==> src/rtl/i2c_target.sv <==
// I2C target with an 8-bit register window.
// Write protocol: [addr+W] [reg pointer] [data]* ; read protocol: [addr+R] [data]*.
// The register pointer survives repeated START and STOP, so "write pointer,
// repeated START, read" addresses the register just written as the pointer.
// Handshake: the register file sees reg_wr_en as a one-cycle strobe
// qualifying reg_addr/reg_wr_data. reg_rd_data is combinational from reg_addr
// and is sampled only on the SCL fall that loads a read byte.
module i2c_target #(
    parameter logic [6:0] DEV_ADDR = 7'h1D,
    parameter int         NUM_REGS = 64
) (
    input  logic       clk,
    input  logic       rst,
    input  logic       scl_i,
    input  logic       sda_i,
    output logic       sda_oe,
    output logic [7:0] reg_addr,
    output logic       reg_wr_en,
    output logic [7:0] reg_wr_data,
    input  logic [7:0] reg_rd_data,
    output logic       busy,
    output logic [3:0] fsm_state
);

    typedef enum logic [3:0] {
        S_IDLE      = 4'd0,
        S_ADDR      = 4'd1,
        S_ACK_ADDR  = 4'd2,
        S_REG       = 4'd3,
        S_ACK_REG   = 4'd4,
        S_WDATA     = 4'd5,
        S_ACK_WDATA = 4'd6,
        S_RDATA     = 4'd7,
        S_RACK      = 4'd8
    } state_t;

    localparam logic [7:0] LAST_REG = 8'(NUM_REGS - 1);

    state_t     state, state_nx;
    logic       scl_s1, scl_s2, scl_d;
    logic       sda_s1, sda_s2, sda_d;
    logic       scl_rise, scl_fall, start_det, stop_det;
    logic [3:0] bit_cnt;
    logic [7:0] shreg;
    logic [7:0] tx_byte;
    logic [2:0] tx_cnt;
    logic       acked;
    logic       addr_match;
    logic [7:0] reg_mod;

    function automatic logic [7:0] addr_inc(input logic [7:0] a);
        return (a == LAST_REG) ? 8'd0 : a + 8'd1;
    endfunction

    // Two-flop synchronizers plus one delayed copy for edge detection; idle bus is high.
    always_ff @(posedge clk or negedge rst) begin
        if (!rst) begin
            scl_s1 <= 1'b1; scl_s2 <= 1'b1; scl_d <= 1'b1;
            sda_s1 <= 1'b1; sda_s2 <= 1'b1; sda_d <= 1'b1;
        end else begin
            scl_s1 <= scl_i; scl_s2 <= scl_s1; scl_d <= scl_s2;
            sda_s1 <= sda_i; sda_s2 <= sda_s1; sda_d <= sda_s2;
        end
    end

    assign scl_rise   = scl_s2 & ~scl_d;
    assign scl_fall   = ~scl_s2 & scl_d;
    assign start_det  = scl_s2 & scl_d & sda_d & ~sda_s2;
    assign stop_det   = scl_s2 & scl_d & ~sda_d & sda_s2;
    assign addr_match = (shreg[7:1] == DEV_ADDR);
    assign reg_mod    = 8'(32'(shreg) % NUM_REGS);
    assign fsm_state  = state;

    // State register.
    always_ff @(posedge clk or negedge rst) begin
        if (!rst) state <= S_IDLE;
        else      state <= state_nx;
    end

    // Next-state logic; STOP and START override every state.
    always_comb begin
        state_nx = state;
        if (stop_det) begin
            state_nx = S_IDLE;
        end else if (start_det) begin
            state_nx = S_ADDR;
        end else begin
            case (state)
                S_ADDR:      if (scl_fall && bit_cnt == 4'd8) state_nx = addr_match ? S_ACK_ADDR : S_IDLE;
                S_ACK_ADDR:  if (scl_fall) state_nx = shreg[0] ? S_RDATA : S_REG;
                S_REG:       if (scl_fall && bit_cnt == 4'd8) state_nx = S_ACK_REG;
                S_ACK_REG:   if (scl_fall) state_nx = S_WDATA;
                S_WDATA:     if (scl_fall && bit_cnt == 4'd8) state_nx = S_ACK_WDATA;
                S_ACK_WDATA: if (scl_fall) state_nx = S_WDATA;
                S_RDATA:     if (scl_fall && tx_cnt == 3'd7) state_nx = S_RACK;
                S_RACK: begin
                    if (scl_rise && sda_s2)     state_nx = S_IDLE;
                    else if (scl_fall && acked) state_nx = S_RDATA;
                end
                default:     state_nx = S_IDLE;
            endcase
        end
    end

    // SDA drive decoded from registered state, so it moves only after an SCL fall or START/STOP.
    always_comb begin
        sda_oe = 1'b0;
        case (state)
            S_ACK_ADDR, S_ACK_REG, S_ACK_WDATA: sda_oe = 1'b1;
            S_RDATA:                            sda_oe = ~tx_byte[7];
            default:                            sda_oe = 1'b0;
        endcase
    end

    // Datapath: shift register, bit counters, register pointer, write strobe and busy flag.
    always_ff @(posedge clk or negedge rst) begin
        if (!rst) begin
            bit_cnt     <= 4'd0;
            shreg       <= 8'd0;
            tx_byte     <= 8'd0;
            tx_cnt      <= 3'd0;
            acked       <= 1'b0;
            busy        <= 1'b0;
            reg_addr    <= 8'd0;
            reg_wr_en   <= 1'b0;
            reg_wr_data <= 8'd0;
        end else begin
            reg_wr_en <= 1'b0;
            if (stop_det) begin
                busy    <= 1'b0;
                bit_cnt <= 4'd0;
            end else if (start_det) begin
                bit_cnt <= 4'd0;
            end else begin
                case (state)
                    S_ADDR, S_REG, S_WDATA: begin
                        if (scl_rise && bit_cnt != 4'd8) begin
                            shreg   <= {shreg[6:0], sda_s2};
                            bit_cnt <= bit_cnt + 4'd1;
                        end else if (scl_fall && bit_cnt == 4'd8) begin
                            bit_cnt <= 4'd0;
                            if (state == S_ADDR && addr_match) busy <= 1'b1;
                            if (state == S_REG) reg_addr <= reg_mod;
                            if (state == S_WDATA) begin
                                reg_wr_en   <= 1'b1;
                                reg_wr_data <= shreg;
                            end
                        end
                    end
                    S_ACK_ADDR: begin
                        if (scl_fall && shreg[0]) begin
                            tx_byte <= reg_rd_data;
                            tx_cnt  <= 3'd0;
                        end
                    end
                    S_ACK_WDATA: begin
                        if (scl_fall) reg_addr <= addr_inc(reg_addr);
                    end
                    S_RDATA: begin
                        acked <= 1'b0;
                        if (scl_fall) begin
                            tx_byte <= {tx_byte[6:0], 1'b0};
                            tx_cnt  <= tx_cnt + 3'd1;
                        end
                    end
                    S_RACK: begin
                        if (scl_rise && !sda_s2) begin
                            acked    <= 1'b1;
                            reg_addr <= addr_inc(reg_addr);
                        end else if (scl_fall && acked) begin
                            tx_byte <= reg_rd_data;
                            tx_cnt  <= 3'd0;
                            acked   <= 1'b0;
                        end
                    end
                    default: ;
                endcase
            end
        end
    end

endmodule

==> config.mk <==
export PLATFORM = sky130hd
export DESIGN_NAME = i2c_target
export DESIGN_NICKNAME = d
export VERILOG_FILES = /design/src/rtl/i2c_target.sv
export SDC_FILE = /design/constraint.sdc
export NUM_CORES = 1
export LEC_CHECK = 0
export ABC_AREA = 1
export BUFFER_PORTS_ARGS = -buffer_cell sky130_fd_sc_hd__buf_2
export CELL_PAD_IN_SITES_DETAIL_PLACEMENT = 1
export CELL_PAD_IN_SITES_GLOBAL_PLACEMENT = 1
export CORE_MARGIN = 3
export CORE_UTILIZATION = 48
export CTS_BUF_LIST = sky130_fd_sc_hd__clkbuf_4 sky130_fd_sc_hd__clkbuf_8
export CTS_CLUSTER_DIAMETER = 30
export DETAILED_ROUTE_END_ITERATION = 10
export PLACE_DENSITY = 0.95
export SETUP_SLACK_MARGIN = 0.15
export SYNTH_ARGS = -nofsm -noshare
export SYNTH_HDL_FRONTEND = slang
export SYNTH_SLANG_ARGS = --single-unit
==> constraint.sdc <==
create_clock -name clk -period 2.6 [get_ports clk]
set_input_delay 0.13 -clock clk [delete_from_list [all_inputs] [get_ports clk]]
set_output_delay 0.13 -clock clk [all_outputs]
set_load 0.02 [all_outputs]
# After elaboration in Yosys (flattened, before gate mapping)
# Cells that the tools add are included.
dict set report word_totals {
  ram_bits 0
  out_inout_bits 23
  input_bits 12
  wordCells 145
  latch_bits 0
  ff_bits 52
  mem_count 0
  rom_bits 0
}
dict set report op_classes {
  mux 51
  n_eq_ne 32
  n_shift 0
  add_sub_neg 3
  mul 0
  div_mod_pow 0
  n_reduce_logical 28
  n_bitwise 15
  magnitude_cmp 0
}
# op count
set op_table {}
lappend op_table {{$mux W8} 10}
lappend op_table {{$mux W4} 15}
lappend op_table {{$pmux W8 S3} 2}
lappend op_table {{$pmux W4 S7} 1}
lappend op_table {{$ne A4 B4 Y1 const B} 6}
lappend op_table {{$ne A2 B2 Y1 const B} 10}
lappend op_table {{$eq A4 B3 Y1 const B} 4}
lappend op_table {{$mux W3} 5}
lappend op_table {{$mux W1} 14}
lappend op_table {{$reduce_and A7 Y1} 2}
lappend op_table {{$pmux W3 S3} 1}
lappend op_table {{$reduce_bool A3 Y1} 3}
lappend op_table {{$add A8 B1 Y8 const B} 1}
lappend op_table {{$eq A4 B2 Y1 const B} 2}
lappend op_table {{$eq A4 B4 Y1 const B} 2}
lappend op_table {{$eq A8 B6 Y1 const B} 1}
lappend op_table {{$logic_and A1 B1 Y1} 8}
lappend op_table {{$not A1 Y1} 8}
lappend op_table {{$reduce_and A4 Y1} 2}
lappend op_table {{$reduce_and A8 Y1} 1}
lappend op_table {{$reduce_bool A2 Y1} 4}
lappend op_table {{$and A1 B1 Y1} 7}
lappend op_table {{$eq A7 B5 Y1 const B} 1}
lappend op_table {{$reduce_and A6 Y1} 1}
lappend op_table {{other kinds (16)} 18}

# Logic depth before layout (Yosys ltp)
# Gate-level depths: netlist (run 1).
dict set report logic_depth {
  ltp_word 8
  ltp_mapped 11
  depth_no_buf 11
}

# Worst setup path after synthesis (run 1)
# OpenSTA, ideal clock, no wires.
dict set report synth_path {
  path_kind {register to output}
  startpoint {register state[3] (netlist: fsm_state[3])}
  endpoint {output sda_oe}
  t_arrival_ns 1.605
  path_buffers 0
  path_stages_with_launch 6
  path_slack_ns 0.865
  required_time_ns 2.470
  path_cell_list {dfrtp_1 > inv_2 > nand2_2 > nor2_4 > clkinv_1 > o21ai_0}
}
dict set report synth_via {
  elab_chain_len 3
  elab_cells_between_ends 6
  classes_between {eq/ne: 4; mux: 1; reduce/logical: 1}
}
# element line_no
set synth_lines {}
lappend synth_lines {{start, declared} 39} ;# state_t state, state_nx;
lappend synth_lines {{start signal, assigned} 77} ;# else state <= state_nx;
lappend synth_lines {{$eq A4 B3 Y1 or $eq A4 B2 Y1 (tied branches)} 108} ;# case (state)
lappend synth_lines {{$reduce_or A3 Y1} 108}
lappend synth_lines {{$pmux W1 S2 (*)} 108}
lappend synth_lines {{end, declared} 16} ;# output logic sda_oe,
# Mark *: on every way between the ends. The rest lies on a longest branch, timed or not.

# Final worst setup path (run 1)
# Ends and elaborated chain as after synthesis.

==> results.tsv, run 1 <==
stage	metric	value	unit
outcome	status	finished, violations left	
outcome	violations	hold timing	
routing	drtAntennaViolNets	0	
placement	gp_congestion	0.871	
placement	place_inst	467	
yosys	syn_nets	384	
routing	firstDrtPassIters	4	
global_route	antenna_found_initial	0	
timing	fin_crit_sh	83.9	%
yosys	synthDistinctLibCells	29	
global_route	grt_pass1_wl	13000	um
yosys	synth_compound_area_share	6.29	%
global_route	grt_pass1_vias	2683	
setup_path	crit_required	2470	ps
timing	whs	-6.34	ps
yosys	synthMuxAreaShare	0	%
die	core_area	5610	um2
layout	antennaDiodeCount	0	
yosys	synth_common_cells	nand2_1, dfrtp_1, nand3_1	
timing	rsz0062_at_grt	false	
timing	slew_viol_final	0	
setup_path	start_kind	flip-flop	
global_route	grt_use_total	23.2	%
setup_path	path_max_fanout	14	
run	maxCapViolCount	0	
placement	port_buffers	34	
clock_tree	htreeDepth	2	
global_route	overflow	0	
timing	maxSlewHeadroom	29.7	%
timing	setup_tns	0	ps
timing	report.final.hold_viol_count	12	
clock_tree	ctsLongestPathBuffers	2	
yosys	synthCells	367	
clock_tree	clock-sinks	52	
yosys	synth-edff-count	0	
die	pin_count	35	
yosys	netlist.area_leader.share	40.4	%
yosys	ys_seq_area_share	46.0	%
timing	finClkSkew	9.73	ps
yosys	synth_top_family_by_area	simple AND/OR/NAND/NOR gates	
yosys	ys_ff_latch	52	
die	die_h	83.0	um
layout	final_cells	477	
clock_tree	path_clk_slew	100	ps
yosys	synthSimpleGateAreaFrac	38.3	%
clock_tree	cts_made_buffers	5	
setup_path	endpoint_kind	primary output	
yosys	synth_top_cells_by_area	dfrtp_1, nand2_1, nand3_1, dfstp_2, nand2_2	
yosys	ys_warn_count	0	
clock_tree	insertion_delay	310	ps
routing	wl_per_cell	16.0	um
yosys	synthXorXnorAreaFrac	0.923	%
routing	drcViolationCount	0	
yosys	synth.avg_cell_area	7.76	um2
yosys	synth_ff_type	dfrtp_1	
yosys	post_synth_fa_ha_maj_area_fraction	2.20	%
hold_path	hold_path_class	input pin to async pin	
timing	tightest_slew	1050	ps
placement	hpwl	5660	um
layout	final_layout_size_suffix_gt1_share	21.7	%
pwr	ir_worst_vdd	0.348	mV
setup_path	critPathKind	flip-flop to primary output	
routing	drt_iter0_drc	153	
routing	via_count	2535	
yosys	syn_area	2850	um2
pwr	cellLeakagePower	1.66	nW
pwr	p_per_area	477	nW/um2
routing	drt-vias-per-instance	5.31	
global_route	grt_max_degree	48	
clock_tree	cts_tree	built	
yosys	postSynth.asyncResetShare	100	%
placement	pre_cts_ws	663	ps
layout	final_nets	421	
die	dieWidth	83.0	um
layout	syn_to_final_growth	12.4	%
die	rows	27	
timing	finalWorstSetupSlack	418	ps
yosys	netlist.top_cell.by_area	dfrtp_1	
timing	setup_viol	0	
routing	wl	7640	um
layout	n_fill_cell	740	
timing	clock.fmax	458	MHz
clock_tree	cts_root_buffer	clkbuf_8	
setup_path	crit_arrival	2050	ps
yosys	yosysMostFrequentCell	nand2_1	
die	start_util	50.8	%
timing	fin_crit	2180	ps
die	dieArea	6890	um2
==> cells by family (layout without fill, tap and decap cells) <==
group,Yosys count,after routing
AND/OR/NAND/NOR,231,231
flip-flops,52,52
AO/OA/AOI/OAI,34,34
XOR/XNOR,3,3
buffers and inverters,42,80
adder cells (fa/ha/maj),5,5
==> path summary, 6_finish.rpt <==
kind	to	cells after the start	slack, ps	start
max in group asynchronous	scl_s2	2	1830	rst
worst max register to register	tx_cnt[2]	10	670	fsm_state[3]
worst max-delay path	sda_oe	6	420	fsm_state[3]
worst min-delay path	reg_addr[3]	1	-6	rst
worst min register to register	sda_s2	0	360	sda_s1
min in group clk	tx_byte[5]	5	140	reg_rd_data[5]
==> what timing repair did <==
| item | in CTS | in global routing |
|---|---|---|
| setup endpoints to repair | 0 | 1 |
| gates resized for setup | 0 | 1 |
| hold buffers | 2 | 0 |
| hold endpoints to repair | 2 | 0 |
| buffers inserted | 0 | 0 |
==> final cells by class <==
cell class / count / area [um2] / area share [%]
multi-input combinational: 273 / 1360 / 42.4
sequential: 52 / 1310 / 40.9
tap: 72 / 90.1 / 2.81
clock inverter: 3 / 42.5 / 1.33
timing repair buffer: 37 / 198 / 6.18
inverter: 35 / 135 / 4.22
clock buffer: 5 / 68.8 / 2.15
==> registers in the layout, summed over array words and instances, names as in the netlist, 3 cells and up <==
signal       flops
reg_addr         8
tx_byte          8
fsm_state        4
reg_wr_data      8
bit_cnt          4
tx_cnt           3
shreg            8
==> per-layer routing <==
metal	track usage (%)	up-vias	wire (um)
li1	-	1240	-
met1	30.6	1237	3400
met2	39.2	46	3870
met3	3.57	12	253
met4	7.13	0	127
met5	0	-	0
==> cells in the final DEF (no fill, tap or decap), drive strengths merged <==
cell and count:
ha 5, or2 1, a31oi 1, nand3 42, o31ai 1, inv 34, o211ai 1, o21ai 29
clkbuf 5, dlygate4sd3 2, xor2 3, nor3 2, dfstp 6, bufinv 1, nand2 149, clkinvlp 2
clkinv 1, and3 1, nor2 27, nand3b 6, buf 35, dfrtp 46, nand4 3, o21bai 1
a21oi 1
==> worst max-delay path: stages, from the launching register on <==
cell	delay, ps
dfrtp_1	490
inv_2	130
nand2_2	80
nor2_4	330
clkinvlp_4	300
o21ai_0	210
buf_2	190
==> power breakdown <==
part	internal (W)	switching, W
Combinational	0.0000338	0.0000770
Sequential	0.000829	0.0000226
Clock	0.000285	0.000280
Total	0.00115	0.000380
==> per-stage QoR <==
stage                     instance area [um2]  utilization [%]  total power [W]
final                                    3200             57.1          0.00153
after CTS                                3200             57.0          0.00154
after detailed placement                 3070             54.7         0.000973
after floorplan                          2850                -         0.000917
after global routing                     3200             57.1          0.00160
after global placement                   3070             54.7         0.000964
(Power assumes the default switching activity.)
==> inputs of run 2 (changes only) <==
- ABC_AREA: 1 -> 0
- CORE_UTILIZATION: 48 -> 42
- PLACE_DENSITY: 0.95 -> 0.87
- clock period: 2.6 -> 1.8 ns (I/O delays scaled with it)
==> results.tsv, run 2 <==
stage	metric	value	unit	change
yosys	postSynth.asyncResetShare	100	%	unchanged
layout	final_layout_size_suffix_gt1_share	43.7	%	was 21.7%
clock_tree	cts_made_buffers	5		unchanged
placement	place_area	3310	um2	was 3070 um2
pwr	power_frac_seq	33.4	%	was 55.7%
die	dieArea	7400	um2	was 6890 um2
placement	hpwl	5420	um	was 5660 um
die	start_util	44.3	%	was 50.8%
setup_path	critPathMaxStageDelay	490	ps	about the same
global_route	grt_use_total	24.6	%	was 23.2%
layout	final_nets	380		was 421
routing	drtAntennaViolNets	0		unchanged
setup_path	crit_required	2020	ps	was 2470 ps
clock_tree	cts_root_buffer	clkbuf_8		unchanged
routing	firstDrtPassIters	4		unchanged
die	die_h	86.0	um	was 83.0 um
clock_tree	clock-sinks	52		unchanged
timing	rsz0062_at_grt	true		was false
clock_tree	cts_tree	built		unchanged
placement	place_inst	411		was 467
global_route	overflow	0		unchanged
routing	wl_per_cell	20.9	um	was 16.0 um
yosys	synthDistinctLibCells	57		was 29
timing	tightest_slew	667	ps	was 1050 ps
global_route	grt_pass1_vias	2832		was 2683
layout	final_cells	439		was 477
layout	syn_to_final_growth	37.8	%	was 12.4%
routing	via_count	2562		was 2535
setup_path	reg2regPathDepth	8		was 10
outcome	status	finished, violations left		unchanged
pwr	p_int	0.00310	W	was 0.00115 W
setup_path	crit_arrival	2250	ps	was 2050 ps
pwr	cellLeakagePower	1.77	nW	was 1.66 nW
setup_path	start_kind	flip-flop		unchanged
timing	setup_viol	32		was 0
timing	slew_viol_final	0		unchanged
setup_path	endpoint_kind	flip-flop		was primary output
clock_tree	htreeDepth	2		unchanged
pwr	ir_worst_vdd	0.702	mV	was 0.348 mV
pwr	switching_share	40.1	%	was 24.9%
clock_tree	ctsLongestPathBuffers	2		unchanged
pwr	share_comb_of_total_power	50.0	%	was 7.2%
die	pin_count	35		unchanged
routing	drt-vias-per-instance	5.84		was 5.31
hold_path	hold_path_class	input pin to flip-flop		was input pin to async pin
yosys	ys_ff_latch	52		unchanged
die	core_area	6060	um2	was 5610 um2
placement	gp_congestion	0.828		was 0.871
yosys	ys_seq_area_share	48.7	%	was 46.0%
yosys	netlist.top_cell.by_area	dfrtp_1		unchanged
clock_tree	insertion_delay	320	ps	was 310 ps
yosys	synth_top_cells_by_area	dfrtp_1, mux2_2, dfstp_2, nand2_1, nor2_1		was dfrtp_1, nand2_1, nand3_1, dfstp_2, nand2_2
routing	wl	9190	um	was 7640 um
yosys	netlist.area_leader.share	42.8	%	was 40.4%
setup_path	slowest_stage	dfrtp_2		was dfrtp_1
yosys	syn_area	2690	um2	was 2850 um2
hold_path	hold_depth	3		
yosys	synth-edff-count	0		unchanged
timing	fin_crit_sh	113	%	
yosys	yosysMostFrequentCell	dfrtp_1		was nand2_1
timing	fin_crit	2030	ps	
yosys	synth_ff_type	dfrtp_1		unchanged
die	rows	28		was 27
timing	finClkSkew	10.3	ps	was 9.73 ps
setup_path	path_max_fanout	11		was 14
timing	finalWorstSetupSlack	-229	ps	was 418 ps
placement	port_buffers	34		unchanged
timing	clock.fmax	493	MHz	
routing	drcViolationCount	0		unchanged
routing	drt_iter0_drc	103		was 153
pwr	clock_power_share	16.6	%	was 37.0%
die	dieWidth	86.0	um	was 83.0 um
clock_tree	path_clk_slew	110	ps	was 100 ps
yosys	synth.avg_cell_area	10.1	um2	was 7.76 um2
setup_path	critPathKind	flip-flop to flip-flop		was flip-flop to primary output
pwr	p_per_area	1400	nW/um2	was 477 nW/um2
layout	fin_area	3700	um2	was 3200 um2
setup_path	worstPathCellList	buf_6 -> and4b_1 -> o21a_1 -> a311oi_2 -> buf_4 -> buf_12 -> nor2_1 -> a31oi_1		was inv_2 -> nand2_2 -> nor2_4 -> clkinvlp_4 -> o21ai_0 -> buf_2
layout	antennaDiodeCount	0		unchanged
outcome	violations	setup timing		was hold timing
global_route	grt_pass1_wl	14300	um	was 13000 um
timing	maxSlewHeadroom	55.5	%	was 29.7%
run	maxCapViolCount	0		unchanged
layout	layout_common_cells	buf_4, dfrtp_1, buf_2		was nand2_1, dfrtp_1, nand3_1
yosys	ys_warn_count	0		unchanged
pwr	switchingPower	0.00208	W	was 0.000380 W
yosys	synthCells	267		was 367
layout	layout_commonest_cell	buf_4		was nand2_1
timing	report.final.hold_viol_count	0		was 12
global_route	antenna_found_initial	0		unchanged
global_route	grt_max_degree	53		was 48
yosys	syn_nets	284		was 384
yosys	synth_common_cells	dfrtp_1, nand2_1, nor2_1		was nand2_1, dfrtp_1, nand3_1
[run 2: cell types whose count changed after synthesis, moves of 5 or more]
cell | before | now
nand2_2 | 18 | 0
nand2_1 | 127 | 34
nand2b_1 | 0 | 7
nand3_1 | 42 | 10
o21ai_0 | 19 | 14
o21ai_1 | 10 | 0
and3_1 | 0 | 5
nor2_1 | 18 | 23
nor2_4 | 6 | 0
mux2_2 | 0 | 15
inv_1 | 29 | 10
a31oi_1 | 1 | 10
nand3b_1 | 6 | 0
[run 2: cell families (layout without fill, tap and decap cells)]
group / Yosys count / count (layout) / synth area share (%)
buffers and inverters: 22 / 119 / 3.49
flip-flops: 52 / 52 / 48.7
AND/OR/NAND/NOR: 105 / 105 / 20.3
multiplexers: 18 / 18 / 7.45
XOR/XNOR: 3 / 3 / 0.978
AO/OA/AOI/OAI: 62 / 62 / 16.8
adder cells (fa/ha/maj): 5 / 5 / 2.33
[run 2: cell type report]
| cell class | count | area, um2 |
|---|---|---|
| inverter | 11 | 41.3 |
| sequential | 52 | 1310 |
| clock buffer | 5 | 68.8 |
| clock inverter | 3 | 46.3 |
| multi-input combinational | 193 | 1400 |
| fill | 674 | 2360 |
| timing repair buffer | 100 | 739 |
| tap | 75 | 93.8 |
[run 2: worst paths after layout]
check,startpoint,end,slack (ps)
max,fsm_state[2],tx_byte[5],-230
min,reg_rd_data[7],tx_byte[7],7
max reg2reg,fsm_state[2],tx_byte[5],-230
min reg2reg,scl_s1,scl_s2,360
max in group asynchronous,rst,fsm_state[1],900
min in group asynchronous,rst,reg_addr[5],400
[run 2: repair_timing]
item	4_1_cts	5_1_grt
setup endpoints to repair	44	44
cloned	1	0
hold buffers	3	0
endpoints found under the hold margin	48	0
gates resized for setup	16	14
pin swaps	5	2
buffers inserted	8	8
[run 2: through the flow]
| step | power [W] | hold WS (ps) | setup slack [ps] | utilization, % | setup TNS, ps |
|---|---|---|---|---|---|
| floorplan | 0.00293 | -206 | -331 | - | -2940 |
| global placement | 0.00371 | 196 | -210 | 54.6 | -2970 |
| detailed placement | 0.00383 | 196 | -281 | 54.6 | -4850 |
| CTS | 0.00492 | 10.6 | -177 | 59.4 | -2780 |
| global route | 0.00548 | 33.4 | -320 | 61.1 | -6880 |
| finish | 0.00518 | 7.28 | -229 | 61.1 | -3800 |
[run 2: metal layers]
layer | part of all wire, % | global-route usage [%] | vias up | wire (um)
met5 | 0 | 0 | - | 0
met2 | 54 | 43.6 | 86 | 4930
met4 | 3.3 | 11.4 | 0 | 305
li1 | - | - | 1149 | -
met3 | 3.9 | 4.13 | 25 | 359
met1 | 39 | 28.7 | 1302 | 3590
[run 2: worst max-delay path, delay by kind of cell (launching register included)]
family | cells | cell delay, ps
buf+inv | 3 | 490
flops | 1 | 490
simple gates | 2 | 290
compound gates | 3 | 660
[run 2: power by group through the flow]
stage | clock [W] | sequential, W | combinational, W
after floorplan | 0 | 0.00176 | 0.00117
after global placement | 0 | 0.00171 | 0.00199
after global routing | 0.000913 | 0.00177 | 0.00280
final | 0.000860 | 0.00173 | 0.00259
after CTS | 0.000861 | 0.00171 | 0.00235
after detailed placement | 0 | 0.00174 | 0.00209
==> inputs of run 3 (changes only) <==
- CORE_UTILIZATION: 42 -> 40
- CTS_BUF_LIST: sky130_fd_sc_hd__clkbuf_4 sky130_fd_sc_hd__clkbuf_8 -> default
- PLACE_DENSITY: 0.87 -> 0.84
==> results.tsv, run 3 (synthesis results as in run 2) <==
stage	metric	value	unit	change
outcome	status	finished, violations left		unchanged
outcome	violations	setup timing		unchanged
timing	slew_viol_final	0		unchanged
layout	fin_area	3950	um2	was 3700 um2
pwr	p_per_area	1320	nW/um2	was 1400 nW/um2
die	start_util	41.8	%	was 44.3%
layout	layout_commonest_cell	buf_4		unchanged
die	pin_count	35		unchanged
routing	drcViolationCount	0		unchanged
timing	maxSlewHeadroom	71.8	%	was 55.5%
global_route	grt-busiest-layer	met2		unchanged
timing	fin_crit_sh	115	%	was 113%
pwr	power	0.00520	W	was 0.00518 W
clock_tree	cts_root_buffer	clkbuf_8		unchanged
layout	n_fill_cell	711		was 674
placement	place_inst	417		was 411
layout	final_nets	391		was 380
clock_tree	htreeDepth	2		unchanged
global_route	grt_pass1_wl	13500	um	was 14300 um
global_route	grt_max_degree	53		unchanged
die	dieArea	7740	um2	was 7400 um2
clock_tree	clock-sinks	52		unchanged
timing	rsz0062_at_grt	true		unchanged
pwr	ir_worst_vdd	0.830	mV	was 0.702 mV
clock_tree	ctsLongestPathBuffers	2		unchanged
pwr	cellLeakagePower	1.86	nW	was 1.77 nW
routing	via_count	2553		was 2562
die	die_h	88.0	um	was 86.0 um
routing	drt-vias-per-instance	5.65		was 5.84
layout	multi_input_area	1530	um2	was 1400 um2
layout	syn_to_final_growth	46.9	%	was 37.8%
timing	fin_crit	2060	ps	was 2030 ps
setup_path	critPathKind	flip-flop to flip-flop		unchanged
setup_path	crit_arrival	2270	ps	was 2250 ps
global_route	use_met2	42.7	%	was 43.6%
routing	firstDrtPassIters	4		unchanged
die	rows	29		was 28
die	dieWidth	88.0	um	was 86.0 um
clock_tree	path_clk_slew	100	ps	was 110 ps
global_route	antenna_found_initial	0		unchanged
setup_path	path_max_fanout	4		was 11
global_route	grt_use_total	23.1	%	was 24.6%
clock_tree	insertion_delay	320	ps	about the same
timing	clock.fmax	485	MHz	was 493 MHz
layout	antennaDiodeCount	0		unchanged
global_route	use_met3	4.14	%	was 4.13%
timing	setup_tns	-6030	ps	was -3800 ps
setup_path	crit_required	2010	ps	was 2020 ps
timing	finalWorstSetupSlack	-264	ps	was -229 ps
timing	report.final.hold_viol_count	0		unchanged
hold_path	hold_path_class	input pin to flip-flop		unchanged
routing	wl_per_cell	21.1	um	was 20.9 um
routing	drtAntennaViolNets	0		unchanged
clock_tree	cts_made_buffers	5		unchanged
placement	hpwl	5670	um	was 5420 um
routing	drt_iter0_drc	77		was 103
global_route	overflow	0		unchanged
layout	final_cells	452		was 439
placement	place_area	3360	um2	was 3310 um2
placement	gp_congestion	0.822		was 0.828
clock_tree	cts_tree	built		unchanged
routing	wl	9540	um	was 9190 um
setup_path	r2r_start	bit_cnt[0]		was fsm_state[2]
hold_path	worstHoldStart	reg_rd_data[0]		was reg_rd_data[7]
layout	layout_common_cells	buf_4, dfrtp_1, buf_2		unchanged
global_route	grt_pass1_vias	2696		was 2832
die	core_area	6420	um2	was 6060 um2
setup_path	start_kind	flip-flop		unchanged
timing	setup_viol	42		was 32
layout	final_layout_size_suffix_gt1_share	48.5	%	was 43.7%
layout	seqCellArea	1310	um2	unchanged
global_route	use_met1	25.9	%	was 28.7%
timing	tightest_slew	418	ps	was 667 ps
placement	port_buffers	34		unchanged
timing	finClkSkew	12.1	ps	was 10.3 ps
setup_path	cp-startpoint	bit_cnt[0]		was fsm_state[2]
setup_path	endpoint_kind	flip-flop		unchanged
run	maxCapViolCount	0		unchanged
## run 3: cell types whose count changed in the layout (fill, tap and decap cells not counted), sizes merged
| cell | delta |
|---|---|
| clkbuf | +2 |
| clkinvlp | +2 |
| buf | +9 |
| bufinv | -1 |
| clkinv | -1 |
## run 3: timing repair
| item | in CTS | in global routing |
|---|---|---|
| hold endpoints to repair | 48 | 0 |
| pin swaps | 6 | 12 |
| hold buffers | 3 | 0 |
| gates cloned | 0 | 2 |
| resized for setup | 29 | 33 |
| setup buffers | 8 | 14 |
| endpoints found under the setup margin | 43 | 44 |
## run 3: cell type report
type / count / area share, %
tap: 77 / 2.44
multi-input combinational: 193 / 38.6
clock inverter: 3 / 0.666
timing repair buffer: 111 / 22.2
sequential: 52 / 33.3
clock buffer: 5 / 1.74
inverter: 11 / 1.05
## run 3: stage by stage
step | hold slack [ps] | util (%) | setup slack [ps]
after CTS | 11.0 | 56.7 | -206
after detailed placement | 103 | 52.3 | -326
after floorplan | -206 | - | -331
after global placement | 104 | 52.3 | -209
final | 12.1 | 61.5 | -264
after global routing | 22.5 | 61.5 | -298
## run 3: routing by layer
layer	share of wire, %	vias to the layer above
met3	3.1	37
li1	-	1173
met5	0	-
met4	4.0	0
met1	38	1281
met2	55	62
## run 3: worst max-delay path: stages (launching register included)
cell,delay [ps]
dfrtp_1,410
inv_2,70
ha_4,160
and3b_2,220
or4b_4,510
o2111ai_4,140
a21o_4,150
mux2_4,300
## run 3: worst paths after layout
check	endpoint	slack, ps	cells after the start
hold / removal	tx_byte[0]	10	3
min in group asynchronous	reg_addr[5]	290	3
setup / recovery	reg_addr[1]	-260	7
hold reg to reg	sda_s2	360	0
max in group asynchronous	scl_d	1210	3
setup reg to reg	reg_addr[1]	-260	7
## run 3: power breakdown
part           internal [W]  switching [W]  total (W)  leakage (nW)
clock network      0.000284       0.000442   0.000726        0.0423
registers           0.00144       0.000299    0.00174         0.650
logic               0.00133        0.00140    0.00273          1.16
